--- config.mk ---
export PLATFORM = sky130hd
export DESIGN_NAME = timer_regs_mc
export DESIGN_NICKNAME = d
export VERILOG_FILES = /design/src/rtl/timer_regs_mc.sv
export SDC_FILE = /design/constraint.sdc
export NUM_CORES = 1
export LEC_CHECK = 0
export CORE_UTILIZATION = 50
export CTS_BUF_LIST = sky130_fd_sc_hd__clkbuf_16
export CTS_CLUSTER_DIAMETER = 100
export CTS_CLUSTER_SIZE = 30
export DETAILED_ROUTE_END_ITERATION = 10
export GPL_TIMING_DRIVEN = 1
export PLACE_DENSITY = 0.71
export REMOVE_ABC_BUFFERS = 1
export SYNTH_ARGS = -nofsm -noshare
export SYNTH_HDL_FRONTEND = slang
export SYNTH_SLANG_ARGS = --single-unit
--- constraint.sdc ---
create_clock -name clk -period 11 [get_ports clk]
set_clock_uncertainty 0.2 [all_clocks]
set_input_delay 2.75 -clock clk [delete_from_list [all_inputs] [get_ports clk]]
set_output_delay 2.75 -clock clk [all_outputs]
set_load 0.02 [all_outputs]
--- src/rtl/timer_regs_mc.sv ---
// timer_regs_mc -- multi-channel down-counting timer with a memory-mapped
// register file and a registered, back-pressured read port.
//
// Parameters:
//   NCH  number of timer channels (1..8); channel c lives at byte base c*0x10
//   AW   byte-address width (>= 8); addresses with bits above [7:0] set are unmapped
//
// Ports:
//   clk, rst            single rising-edge clock, asynchronous active-high reset
//   wr_addr/wr_data/wr_strb/wr_en/wr_ready
//                       write channel; always accepted, completes in the wr_en cycle
//   rd_addr/rd_en/rd_ready/rd_data/rd_valid
//                       read channel; 1-cycle latency, data held while stalled
//   irq[NCH], irq_any   per-channel interrupt (IRQSTAT & IRQ_EN) and their OR
//
// Register map per channel: +0x0 CTRL {IRQ_EN,AUTORELOAD,EN}, +0x4 LOAD,
// +0x8 COUNT (read-only), +0xC IRQSTAT (bit0, write-1-to-clear).
// 0xF0 SUMMARY (read-only IRQSTAT of all channels).
//
// Build option: define TIMER_PRESCALE_EN to add the global PRESC register at
// 0xF4 and a shared prescaler issuing one tick every PRESC+1 cycles. Without
// it every cycle is a tick and 0xF4 behaves as an unmapped address.

module timer_regs_mc #(
  parameter int NCH = 4,
  parameter int AW  = 8
) (
  input  logic          clk,
  input  logic          rst,
  input  logic [AW-1:0] wr_addr,
  input  logic [31:0]   wr_data,
  input  logic [3:0]    wr_strb,
  input  logic          wr_en,
  output logic          wr_ready,
  input  logic [AW-1:0] rd_addr,
  input  logic          rd_en,
  input  logic          rd_ready,
  output logic [31:0]   rd_data,
  output logic          rd_valid,
  output logic [NCH-1:0] irq,
  output logic          irq_any
);

  localparam logic [31:0] BAD_DATA     = 32'hDEAD_BEEF;
  localparam logic [7:0]  ADDR_SUMMARY = 8'hF0;
  localparam logic [7:0]  ADDR_PRESC   = 8'hF4;
  localparam logic [1:0]  OFF_CTRL     = 2'd0;
  localparam logic [1:0]  OFF_LOAD     = 2'd1;
  localparam logic [1:0]  OFF_COUNT    = 2'd2;
  localparam logic [1:0]  OFF_STAT     = 2'd3;

  // Address is inside the 256-byte register page and word aligned.
  function automatic logic addr_ok(input logic [AW-1:0] a);
    return ((a >> 8) == {AW{1'b0}}) && (a[1:0] == 2'b00);
  endfunction

  // Byte-enable merge of new write data into an existing word.
  function automatic logic [31:0] merge_bytes(input logic [31:0] old_v,
                                              input logic [31:0] new_v,
                                              input logic [3:0]  strb);
    logic [31:0] res;
    res = old_v;
    for (int b = 0; b < 4; b++) begin
      if (strb[b]) res[8*b +: 8] = new_v[8*b +: 8];
    end
    return res;
  endfunction

  logic [NCH-1:0] en_q, en_d, ar_q, ar_d, ie_q, ie_d, irqstat_q, irqstat_d;
  logic [31:0]    load_q [NCH];
  logic [31:0]    load_d [NCH];
  logic [31:0]    count_q [NCH];
  logic [31:0]    count_d [NCH];
  logic [NCH-1:0] ctrl_wr_s, load_wr_s, stat_clr_s, en_rise_s, fire_s;
  logic           wr_ok_s;
  logic           tick_s;
  logic           rd_accept_s;
  logic [31:0]    rd_mux_s;
  logic [31:0]    rd_data_q, rd_data_d;
  logic           rd_valid_q, rd_valid_d;

  assign wr_ready = 1'b1;

`ifdef TIMER_PRESCALE_EN
  logic [31:0] presc_q, presc_d, psc_cnt_q, psc_cnt_d;
  logic        presc_wr_s;

  // Shared prescaler: tick on the cycle the counter reaches PRESC; any PRESC write restarts it.
  always_comb begin
    presc_wr_s = wr_en && addr_ok(wr_addr) && (wr_addr[7:0] == ADDR_PRESC);
    tick_s     = (psc_cnt_q == presc_q);
    if (presc_wr_s) begin
      presc_d   = merge_bytes(presc_q, wr_data, wr_strb);
      psc_cnt_d = 32'd0;
    end else if (tick_s) begin
      presc_d   = presc_q;
      psc_cnt_d = 32'd0;
    end else begin
      presc_d   = presc_q;
      psc_cnt_d = psc_cnt_q + 32'd1;
    end
  end

  // Prescaler state.
  always_ff @(posedge clk or posedge rst) begin
    if (rst) begin
      presc_q   <= 32'd0;
      psc_cnt_q <= 32'd0;
    end else begin
      presc_q   <= presc_d;
      psc_cnt_q <= psc_cnt_d;
    end
  end
`else
  assign tick_s = 1'b1;
`endif

  // Per-channel write decode and hardware expiry events.
  always_comb begin
    wr_ok_s    = wr_en && addr_ok(wr_addr);
    ctrl_wr_s  = {NCH{1'b0}};
    load_wr_s  = {NCH{1'b0}};
    stat_clr_s = {NCH{1'b0}};
    en_rise_s  = {NCH{1'b0}};
    fire_s     = {NCH{1'b0}};
    for (int c = 0; c < NCH; c++) begin
      if (wr_ok_s && (wr_addr[7:4] == 4'(c))) begin
        ctrl_wr_s[c]  = (wr_addr[3:2] == OFF_CTRL) && wr_strb[0];
        load_wr_s[c]  = (wr_addr[3:2] == OFF_LOAD);
        stat_clr_s[c] = (wr_addr[3:2] == OFF_STAT) && wr_strb[0] && wr_data[0];
      end else begin
        ctrl_wr_s[c]  = 1'b0;
        load_wr_s[c]  = 1'b0;
        stat_clr_s[c] = 1'b0;
      end
      en_rise_s[c] = ctrl_wr_s[c] && wr_data[0] && !en_q[c];
      fire_s[c]    = tick_s && en_q[c] && (count_q[c] == 32'd0);
    end
  end

  // Next-state for CTRL, LOAD, COUNT and IRQSTAT of every channel.
  always_comb begin
    en_d      = en_q;
    ar_d      = ar_q;
    ie_d      = ie_q;
    irqstat_d = irqstat_q;
    for (int c = 0; c < NCH; c++) begin
      load_d[c]  = load_q[c];
      count_d[c] = count_q[c];

      // Software CTRL write overrides the hardware EN clear of a one-shot expiry.
      if (ctrl_wr_s[c]) begin
        en_d[c] = wr_data[0];
        ar_d[c] = wr_data[1];
        ie_d[c] = wr_data[2];
      end else if (fire_s[c] && !ar_q[c]) begin
        en_d[c] = 1'b0;
      end else begin
        en_d[c] = en_q[c];
      end

      if (load_wr_s[c]) begin
        load_d[c] = merge_bytes(load_q[c], wr_data, wr_strb);
      end else begin
        load_d[c] = load_q[c];
      end

      // Enable edge loads COUNT and suppresses the decrement in that cycle.
      if (en_rise_s[c]) begin
        count_d[c] = load_q[c];
      end else if (tick_s && en_q[c]) begin
        if (count_q[c] != 32'd0) begin
          count_d[c] = count_q[c] - 32'd1;
        end else if (ar_q[c]) begin
          count_d[c] = load_q[c];
        end else begin
          count_d[c] = 32'd0;
        end
      end else begin
        count_d[c] = count_q[c];
      end

      // Hardware set takes priority over a same-cycle write-1-to-clear.
      if (fire_s[c]) begin
        irqstat_d[c] = 1'b1;
      end else if (stat_clr_s[c]) begin
        irqstat_d[c] = 1'b0;
      end else begin
        irqstat_d[c] = irqstat_q[c];
      end
    end
  end

  // Channel register state.
  always_ff @(posedge clk or posedge rst) begin
    if (rst) begin
      en_q      <= {NCH{1'b0}};
      ar_q      <= {NCH{1'b0}};
      ie_q      <= {NCH{1'b0}};
      irqstat_q <= {NCH{1'b0}};
      for (int c = 0; c < NCH; c++) begin
        load_q[c]  <= 32'd0;
        count_q[c] <= 32'd0;
      end
    end else begin
      en_q      <= en_d;
      ar_q      <= ar_d;
      ie_q      <= ie_d;
      irqstat_q <= irqstat_d;
      for (int c = 0; c < NCH; c++) begin
        load_q[c]  <= load_d[c];
        count_q[c] <= count_d[c];
      end
    end
  end

  // Read address decode; anything not matched returns the unmapped pattern.
  always_comb begin
    rd_mux_s = BAD_DATA;
    if (addr_ok(rd_addr)) begin
      if (rd_addr[7:0] == ADDR_SUMMARY) begin
        rd_mux_s = {{(32-NCH){1'b0}}, irqstat_q};
`ifdef TIMER_PRESCALE_EN
      end else if (rd_addr[7:0] == ADDR_PRESC) begin
        rd_mux_s = presc_q;
`endif
      end else begin
        for (int c = 0; c < NCH; c++) begin
          if (rd_addr[7:4] == 4'(c)) begin
            case (rd_addr[3:2])
              OFF_CTRL:  rd_mux_s = {29'd0, ie_q[c], ar_q[c], en_q[c]};
              OFF_LOAD:  rd_mux_s = load_q[c];
              OFF_COUNT: rd_mux_s = count_q[c];
              OFF_STAT:  rd_mux_s = {31'd0, irqstat_q[c]};
              default:   rd_mux_s = BAD_DATA;
            endcase
          end else begin
            rd_mux_s = rd_mux_s;
          end
        end
      end
    end else begin
      rd_mux_s = BAD_DATA;
    end
  end

  // Read handshake: accept when the output slot is empty or being drained.
  always_comb begin
    rd_accept_s = rd_en && (!rd_valid_q || rd_ready);
    if (rd_accept_s) begin
      rd_valid_d = 1'b1;
      rd_data_d  = rd_mux_s;
    end else if (rd_ready) begin
      rd_valid_d = 1'b0;
      rd_data_d  = rd_data_q;
    end else begin
      rd_valid_d = rd_valid_q;
      rd_data_d  = rd_data_q;
    end
  end

  // Read output registers.
  always_ff @(posedge clk or posedge rst) begin
    if (rst) begin
      rd_valid_q <= 1'b0;
      rd_data_q  <= 32'd0;
    end else begin
      rd_valid_q <= rd_valid_d;
      rd_data_q  <= rd_data_d;
    end
  end

  assign rd_data  = rd_data_q;
  assign rd_valid = rd_valid_q;
  assign irq      = irqstat_q & ie_q;
  assign irq_any  = |(irqstat_q & ie_q);

endmodule

==> flow_metrics.py, run 1 <==
metrics = {
    "status": {
        "status": "complete, no violations",
    },
    "worst_setup_path": {
        "cp_slowest_cell": "buf_4",
        "start_kind": "input pin",
        "cp_common_cell": "buf_4",
        "crit_chain": "clkdlybuf4s50_1 -> buf_4 -> nor2b_4 -> buf_4 -> a22oi_1 -> a21oi_1 -> o22ai_1 -> nor2_1 -> o22a_1",
        "crit_type": "in2reg",
        "critPathTopFamily": "buffers and inverters",
        "cp.buffers_inverters": 3,
        "arrival_ps": 6270,
        "reg2reg_from": "count_q[6]",
        "required_ps": 11260,
        "crit_start": "rd_addr[2]",
        "cp_slowest_stage_delay_ps": 890,
        "endpoint_kind": "flip-flop",
        "cp_max_fo": 84,
    },
    "clocking": {
        "cts_buffer_depth": 3,
        "cts_tree": "built",
        "hold_buffers": 0,
        "root_buffer": "clkbuf_16",
        "clk_latency_ps": 520,
        "cts_resized": 0,
        "cts_buffers": 15,
        "clkSlewWorstSetupHoldPaths_ps": 110,
        "cts_num_sinks": 305,
        "htree_levels": 1,
        "post_cts_buffers": 0,
    },
    "pwr": {
        "peakVddDrop_mv": 0.132,
        "p_per_area_mw_per_mm2": 151,
        "power_mw": 2.85,
        "leakagePower_nw": 7.58,
    },
    "synthesis": {
        "syn-mean-instance-area_um2": 9.45,
        "netlist_area_mm2": 0.0171,
        "synth_warnings": 0,
        "syn_inst": 1810,
        "synthArstFlopShare_pct": 100,
        "ys_ff_latch": 305,
        "ys_seq_area_share_pct": 44.6,
        "ys_types": 75,
        "synthFlopType": "dfrtp_1",
        "synth_edf_count": 0,
    },
    "run": {
        "drv_cap": 0,
    },
    "timing": {
        "relSlewSlack_pct": 15.6,
        "worstMarginPinSlew_ps": 1270,
        "fin_tns_setup_ps": 0,
        "layout_min_cycle_time_ps": 6020,
        "hold_viol": 0,
        "rsz0062_at_grt": "no",
        "final.period_utilization_pct": 54.7,
        "finalSetupViolations": 0,
        "fmaxAchievable_mhz": 166,
        "hold_ws_ps": 306,
        "slew_violations": 0,
    },
    "detailed_routing": {
        "dr_wl_met3_um": 5860,
        "routed_via_density": 6.93,
        "wl_met1_um": 23700,
        "antenna_left": 0,
        "num_vias": 15700,
        "wl_met2_um": 27000,
        "routed_wl_um": 58600,
        "drt_iter0_drc": 1646,
        "first_pass_iters": 5,
        "wl_per_cell_um": 25.8,
        "drc": 0,
        "dr.max_layer_used": "met4",
    },
    "global_route": {
        "grt_overflow_total": 0,
        "grt_usage_pct": 32.9,
        "antenna_found_initial": 3,
        "grt_pass1_vias": 14700,
        "grt_max_degree": 178,
        "grt_pass1_wl_um": 89900,
    },
    "floorplan": {
        "fp-row-count": 67,
        "core-area_mm2": 0.0336,
        "dieHeight_um": 187,
        "dieArea_mm2": 0.0349,
        "io_pins": 96,
        "floorplan.initialDensity_pct": 50.9,
        "die_x_um": 187,
    },
    "cells_and_area": {
        "stdcell_count": 2266,
        "area.sequential_mm2": 0.00763,
        "final_cell_mix": "dfrtp_1 (305), nand2_1 (204), mux2_2 (137)",
        "layout_commonest_cell": "dfrtp_1",
        "syn_to_final_growth_pct": 10.1,
        "multiInputGateArea_mm2": 0.00889,
        "diodes": 0,
        "drive_gt1_share_pct": 12.0,
        "fill_cells": 2998,
        "nNetsFinal": 1879,
    },
    "placed_design": {
        "place.gp.congestion": 0.997,
        "dpl.cell_count": 2245,
        "portBuffers": 94,
        "place_hpwl_um": 42400,
    },
    "hold_path": {
        "min-delay-start": "load_q[61]",
        "hold_path.class": "reg2reg",
    },
}
-- layout make-up --
type,count,share of cell area (%)
Sequential cell,305,40.5
Timing Repair Buffer,119,6.05
Inverter,31,0.658
Tap cell,448,2.98
Clock buffer,15,1.99
Multi-Input combinational cell,1342,47.2
Clock inverter,6,0.532
-- synthesized netlist by cell type (21+ instances only) --
library cell  count  area, um^2
dfrtp_1         305        7630
nand2_1         204         766
mux2_2          137        1540
nor2_1          122         458
a21oi_1         121         606
clkbuf_1        109         409
o21ai_0          92         460
a22oi_1          66         495
a221oi_1         65         569
nor3_1           62         310
nand3_1          40         200
nor4_1           38         238
a221o_1          31         310
inv_1            31         116
o22ai_1          25         156
o311ai_0         23         201
o22a_1           22         193
o211ai_1         21         158
-- registers in the layout, summed over array words and instances (netlist names) --
signal,cells
ie_q,4
load_q,128
irqstat_q,4
rd_data,32
en_q,4
count_q,128
ar_q,4
rd_valid,1
-- power breakdown --
group	switching (mW)	internal, mW
sequential	0.221	1.26
clock	0.394	0.285
combinational	0.419	0.275
-- worst paths after layout --
path / end / slack (ps) / cells after the start
worst min register to register: count_q[61] / 310 / 1
max in group asynchronous: load_q[60] / 6320 / 3
worst min-delay path: count_q[61] / 310 / 1
worst max register to register: count_q[29] / 7170 / 7
min in group asynchronous: count_q[69] / 2600 / 2
worst max-delay path: rd_data[11] / 4980 / 9
-- metal layers --
metal,GRT usage [%],up-vias
li1,-,6932
met1,46.0,7732
met2,52.6,929
met3,5.29,108
met4,10.2,0
met5,0,-
-- cells by family (layout without fill, tap and decap cells) --
kind of cell / Yosys count / after routing / synth area share, %
other: 1 / 1 / 0.0219
buffers and inverters: 163 / 171 / 3.73
adders and majority gates: 8 / 8 / 0.585
DFF: 305 / 305 / 44.6
AOI/OAI and AO/OA: 574 / 574 / 23.4
muxes: 150 / 150 / 9.93
xor gates and xnor gates: 4 / 4 / 0.205
and+or+nand+nor: 605 / 605 / 17.5
-- stage by stage --
step / setup WS (ps) / area, um^2 / util (%)
after floorplan: -381 / 16600 / -
after global placement: 4610 / 18300 / 54.6
after detailed placement: 4580 / 18300 / 54.6
after CTS: 5130 / 18800 / 56.0
after global routing: 4870 / 18800 / 56.0
final: 4980 / 18800 / 56.0
No activity file was read; power rests on OpenSTA's default activity.
==> inputs of run 2 (changes only) <==
==> constraint.sdc (replaced) <==
create_clock -name clk -period 5.1 [get_ports clk]
set_clock_uncertainty 0.2 [all_clocks]
set_input_delay 1.275 -clock clk [delete_from_list [all_inputs] [get_ports clk]]
set_output_delay 1.275 -clock clk [all_outputs]
set_load 0.02 [all_outputs]
==> flow_metrics.py, run 2 (synthesized netlist as in run 1, its figures left out) <==
metrics = {
    "status": {
        "status": "complete, no violations",
    },
    "cells_and_area": {
        "final_util_pct": 56.5,
        "final_cell_mix": "dfrtp_1 (305), nand2_1 (204), mux2_2 (137)",
        "drive_gt1_share_pct": 13.2,
        "fill_cells": 2996,
        "area.sequential_mm2": 0.00763,
        "nNetsFinal": 1905,
        "layout_commonest_cell": "dfrtp_1",
        "syn_to_final_growth_pct": 11.2,
        "multiInputGateArea_mm2": 0.00889,
    },
    "floorplan": {
        "die_x_um": 187,
        "dieArea_mm2": 0.0349,
        "floorplan.initialDensity_pct": 50.9,
        "fp-row-count": 67,
        "core-area_mm2": 0.0336,
        "dieHeight_um": 187,
        "io_pins": 96,
    },
    "worst_setup_path": {
        "endpoint_kind": "flip-flop",
        "start_kind": "input pin",
        "required_ps": 5340,
        "crit_type": "in2reg",
        "cp_max_fo": 29,
        "arrival_ps": 4350,
    },
    "clocking": {
        "cts_num_sinks": 305,
        "post_cts_buffers": 0,
        "hold_buffers": 0,
        "htree_levels": 1,
        "cts_buffer_depth": 3,
        "clkSlewWorstSetupHoldPaths_ps": 120,
        "root_buffer": "clkbuf_16",
        "cts_resized": 0,
        "clk_latency_ps": 530,
        "cts_tree": "built",
        "cts_buffers": 14,
    },
    "hold_path": {
        "hold_path.class": "reg2reg",
    },
    "placed_design": {
        "portBuffers": 94,
        "place.gp.congestion": 1.01,
        "place_hpwl_um": 43800,
    },
    "detailed_routing": {
        "routed_via_density": 6.95,
        "first_pass_iters": 6,
        "drt_iter0_drc": 1511,
        "antenna_left": 0,
        "drc": 0,
        "routed_wl_um": 59500,
        "num_vias": 15900,
        "wl_per_cell_um": 26.0,
    },
    "timing": {
        "slew_violations": 0,
        "relSlewSlack_pct": 7.54,
        "fmaxAchievable_mhz": 243,
        "layout_min_cycle_time_ps": 4110,
        "final.period_utilization_pct": 80.7,
        "hold_viol": 0,
        "finalSetupViolations": 0,
        "rsz0062_at_grt": "no",
        "worstMarginPinSlew_ps": 1390,
    },
    "pwr": {
        "leakagePower_nw": 7.70,
        "peakVddDrop_mv": 0.230,
        "power_mw": 6.09,
        "p_per_area_mw_per_mm2": 320,
    },
    "global_route": {
        "grt_usage_pct": 33.9,
        "grt_max_degree": 86,
        "grt_overflow_total": 0,
        "grt_pass1_vias": 15100,
        "antenna_found_initial": 2,
        "grt_pass1_wl_um": 92000,
    },
    "run": {
        "drv_cap": 0,
    },
}
[run 2: power by group]
part / internal (mW) / switching (mW)
sequential: 2.71 / 0.457
combinational: 0.612 / 0.925
clock: 0.548 / 0.832
[run 2: metrics by stage]
step	instances	setup TNS (ps)	hold WS (ps)	setup slack [ps]	cell area (um^2)
floorplan	1678	-1513610	262	-4810	16600
global placement	2272	0	280	585	18600
detailed placement	2272	0	291	502	18600
CTS	2291	0	305	1050	19000
global route	2291	0	338	908	19000
finish	2292	0	312	985	19000
[run 2: final timing paths]
| check | start | end | slack [ps] | cells after the start |
|---|---|---|---|---|
| worst min register to register | load_q[102] | count_q[102] | 310 | 1 |
| min in group asynchronous | rst | count_q[64] | 1010 | 2 |
| worst max register to register | count_q[36] | count_q[44] | 1080 | 7 |
| max in group asynchronous | rst | count_q[35] | 2670 | 3 |
| worst max-delay path | wr_strb[0] | count_q[44] | 990 | 8 |
| worst min-delay path | load_q[102] | count_q[102] | 310 | 1 |
[run 2: layout make-up]
cell class	instances	area share, %
Multi-Input combinational cell	1342	46.8
Sequential cell	305	40.2
Timing Repair Buffer	146	7.32
Tap cell	448	2.95
Clock buffer	15	1.97
Inverter	31	0.652
Clock inverter	4	0.165
Antenna cell	1	0.0132
[run 2: worst max-delay path: stages]
cell and delay [ps]:
clkdlybuf4s50_1 690, nor4bb_1 510, nand3_1 380, or3_1 490, o21ai_2 530, buf_4 290
a32oi_1 60, o21ai_0 110
[run 2: metal layers]
| metal | vias up | wire [um] | track usage [%] |
|---|---|---|---|
| met4 | 0 | 2470 | 12.2 |
| met3 | 147 | 5320 | 4.00 |
| met5 | - | 0 | 0 |
| met1 | 7927 | 24500 | 48.2 |
| li1 | 6992 | - | - |
| met2 | 858 | 27200 | 53.4 |
==> inputs of run 3 (changes only) <==
==> constraint.sdc (replaced) <==
create_clock -name clk -period 3.6 [get_ports clk]
set_clock_uncertainty 0.2 [all_clocks]
set_input_delay 0.9 -clock clk [delete_from_list [all_inputs] [get_ports clk]]
set_output_delay 0.9 -clock clk [all_outputs]
set_load 0.02 [all_outputs]
==> flow_metrics.py, run 3 (synthesized netlist as in run 1, its figures left out) <==
metrics = {
    "cells_and_area": {
        "layout_commonest_cell": "dfrtp_1",
        "syn_to_final_growth_pct": 14.1,
        "nNetsFinal": 1949,
        "final_cell_mix": "dfrtp_1 (305), nand2_1 (204), mux2_2 (137)",
        "drive_gt1_share_pct": 15.3,
        "fill_cells": 2928,
        "post-route-cell-area_mm2": 0.0195,
    },
    "run": {
        "drv_cap": 0,
    },
    "global_route": {
        "grt_pass1_vias": 15400,
        "antenna_found_initial": 3,
        "grt_pass1_wl_um": 92000,
        "grt_max_degree": 73,
        "grt_overflow_total": 0,
        "grt_usage_pct": 33.7,
    },
    "worst_setup_path": {
        "arrival_ps": 3520,
        "required_ps": 3810,
        "cp_slowest_stage_delay_ps": 610,
        "critPathTopFamily": "simple AND/OR/NAND/NOR gates",
        "start_kind": "flip-flop",
        "crit_chain": "or4_4 -> or4_1 -> nor4_4 -> nand2b_1 -> nor3_1 -> a221o_1",
        "crit_type": "reg2reg",
        "cp_slowest_cell": "or4_4",
        "cp.buffers_inverters": 0,
        "endpoint_kind": "flip-flop",
        "cp_max_fo": 10,
    },
    "floorplan": {
        "dieArea_mm2": 0.0349,
        "die_x_um": 187,
        "core-area_mm2": 0.0336,
        "io_pins": 96,
        "floorplan.initialDensity_pct": 50.9,
        "fp-row-count": 67,
        "dieHeight_um": 187,
    },
    "detailed_routing": {
        "drt_iter0_drc": 1810,
        "first_pass_iters": 6,
        "routed_wl_um": 59100,
        "routed_via_density": 6.92,
        "wl_per_cell_um": 25.3,
        "drc": 0,
        "antenna_left": 0,
        "num_vias": 16200,
    },
    "clocking": {
        "hold_buffers": 0,
        "root_buffer": "clkbuf_16",
        "cts_buffer_depth": 3,
        "cts_num_sinks": 305,
        "clkSlewWorstSetupHoldPaths_ps": 120,
        "clk_latency_ps": 520,
        "cts_buffers": 14,
        "cts_tree": "built",
        "htree_levels": 1,
        "post_cts_buffers": 0,
        "cts_resized": 0,
    },
    "timing": {
        "final.period_utilization_pct": 91.9,
        "rsz0062_at_grt": "no",
        "setup_ws_ps": 293,
        "slew_violations": 0,
        "fmaxAchievable_mhz": 302,
        "relSlewSlack_pct": 38.1,
        "worstMarginPinSlew_ps": 924,
        "fin_tns_setup_ps": 0,
        "finalSetupViolations": 0,
        "hold_ws_ps": 310,
        "hold_viol": 0,
        "layout_min_cycle_time_ps": 3310,
    },
    "pwr": {
        "p_per_area_mw_per_mm2": 451,
        "peakVddDrop_mv": 0.364,
        "leakagePower_nw": 7.98,
        "power_mw": 8.80,
    },
    "placed_design": {
        "place.gp.congestion": 1.01,
        "place_hpwl_um": 44100,
        "pre_cts_ws_ps": -34.5,
        "portBuffers": 94,
        "dpl_cell_area_mm2": 0.0191,
    },
    "status": {
        "status": "complete, no violations",
    },
    "hold_path": {
        "hold_path.class": "reg2reg",
    },
}
==> run 3: final timing paths <==
check | start | endpoint | slack [ps] | cells past startpoint
max in group asynchronous | rst | load_q[28] | 1770 | 3
max reg2reg | count_q[13] | count_q[29] | 290 | 6
min in group asynchronous | rst | en_q[1] | 600 | 2
min reg2reg | load_q[16] | count_q[16] | 310 | 2
max | count_q[13] | count_q[29] | 290 | 6
min | load_q[16] | count_q[16] | 310 | 2
==> run 3: cell type report <==
cell class / count / area, um^2 / area share (%)
Antenna cell: 1 / 2.50 / 0.0128
Clock buffer: 15 / 375 / 1.92
Clock inverter: 4 / 57.6 / 0.295
Inverter: 31 / 124 / 0.635
Multi-Input combinational cell: 1342 / 8890 / 45.6
Sequential cell: 305 / 7630 / 39.1
Tap cell: 448 / 561 / 2.87
Timing Repair Buffer: 190 / 1870 / 9.59
==> run 3: report_power, final <==
group	leakage, nW	switching (mW)	internal, mW
Sequential	3.85	0.622	3.84
Clock	0.210	1.16	0.848
Combinational	3.91	1.36	0.961
Total	7.98	3.15	5.65
==> run 3: metal layers <==
metal	routed length [um]	track usage, %	share of wire, %	up-vias
li1	-	-	-	7074
met1	23800	47.1	40	7999
met2	26900	52.9	46	936
met3	5810	5.55	9.8	156
met4	2530	12.0	4.3	0
met5	0	0	0	-
==> run 3: worst reg2reg max path, stage by stage, from the launching register on <==
cell and delay [ps]:
dfrtp_1 490, or4_4 610, or4_1 510, nor4_4 340
nand2b_1 520, nor3_1 210, a221o_1 330
==> run 3: metrics by stage <==
stage                     std cells  util [%]
after floorplan                1678         -
after global placement         2316      56.7
after detailed placement       2316      56.7
after CTS                      2335      58.0
after global routing           2335      58.0
final                          2336      58.0
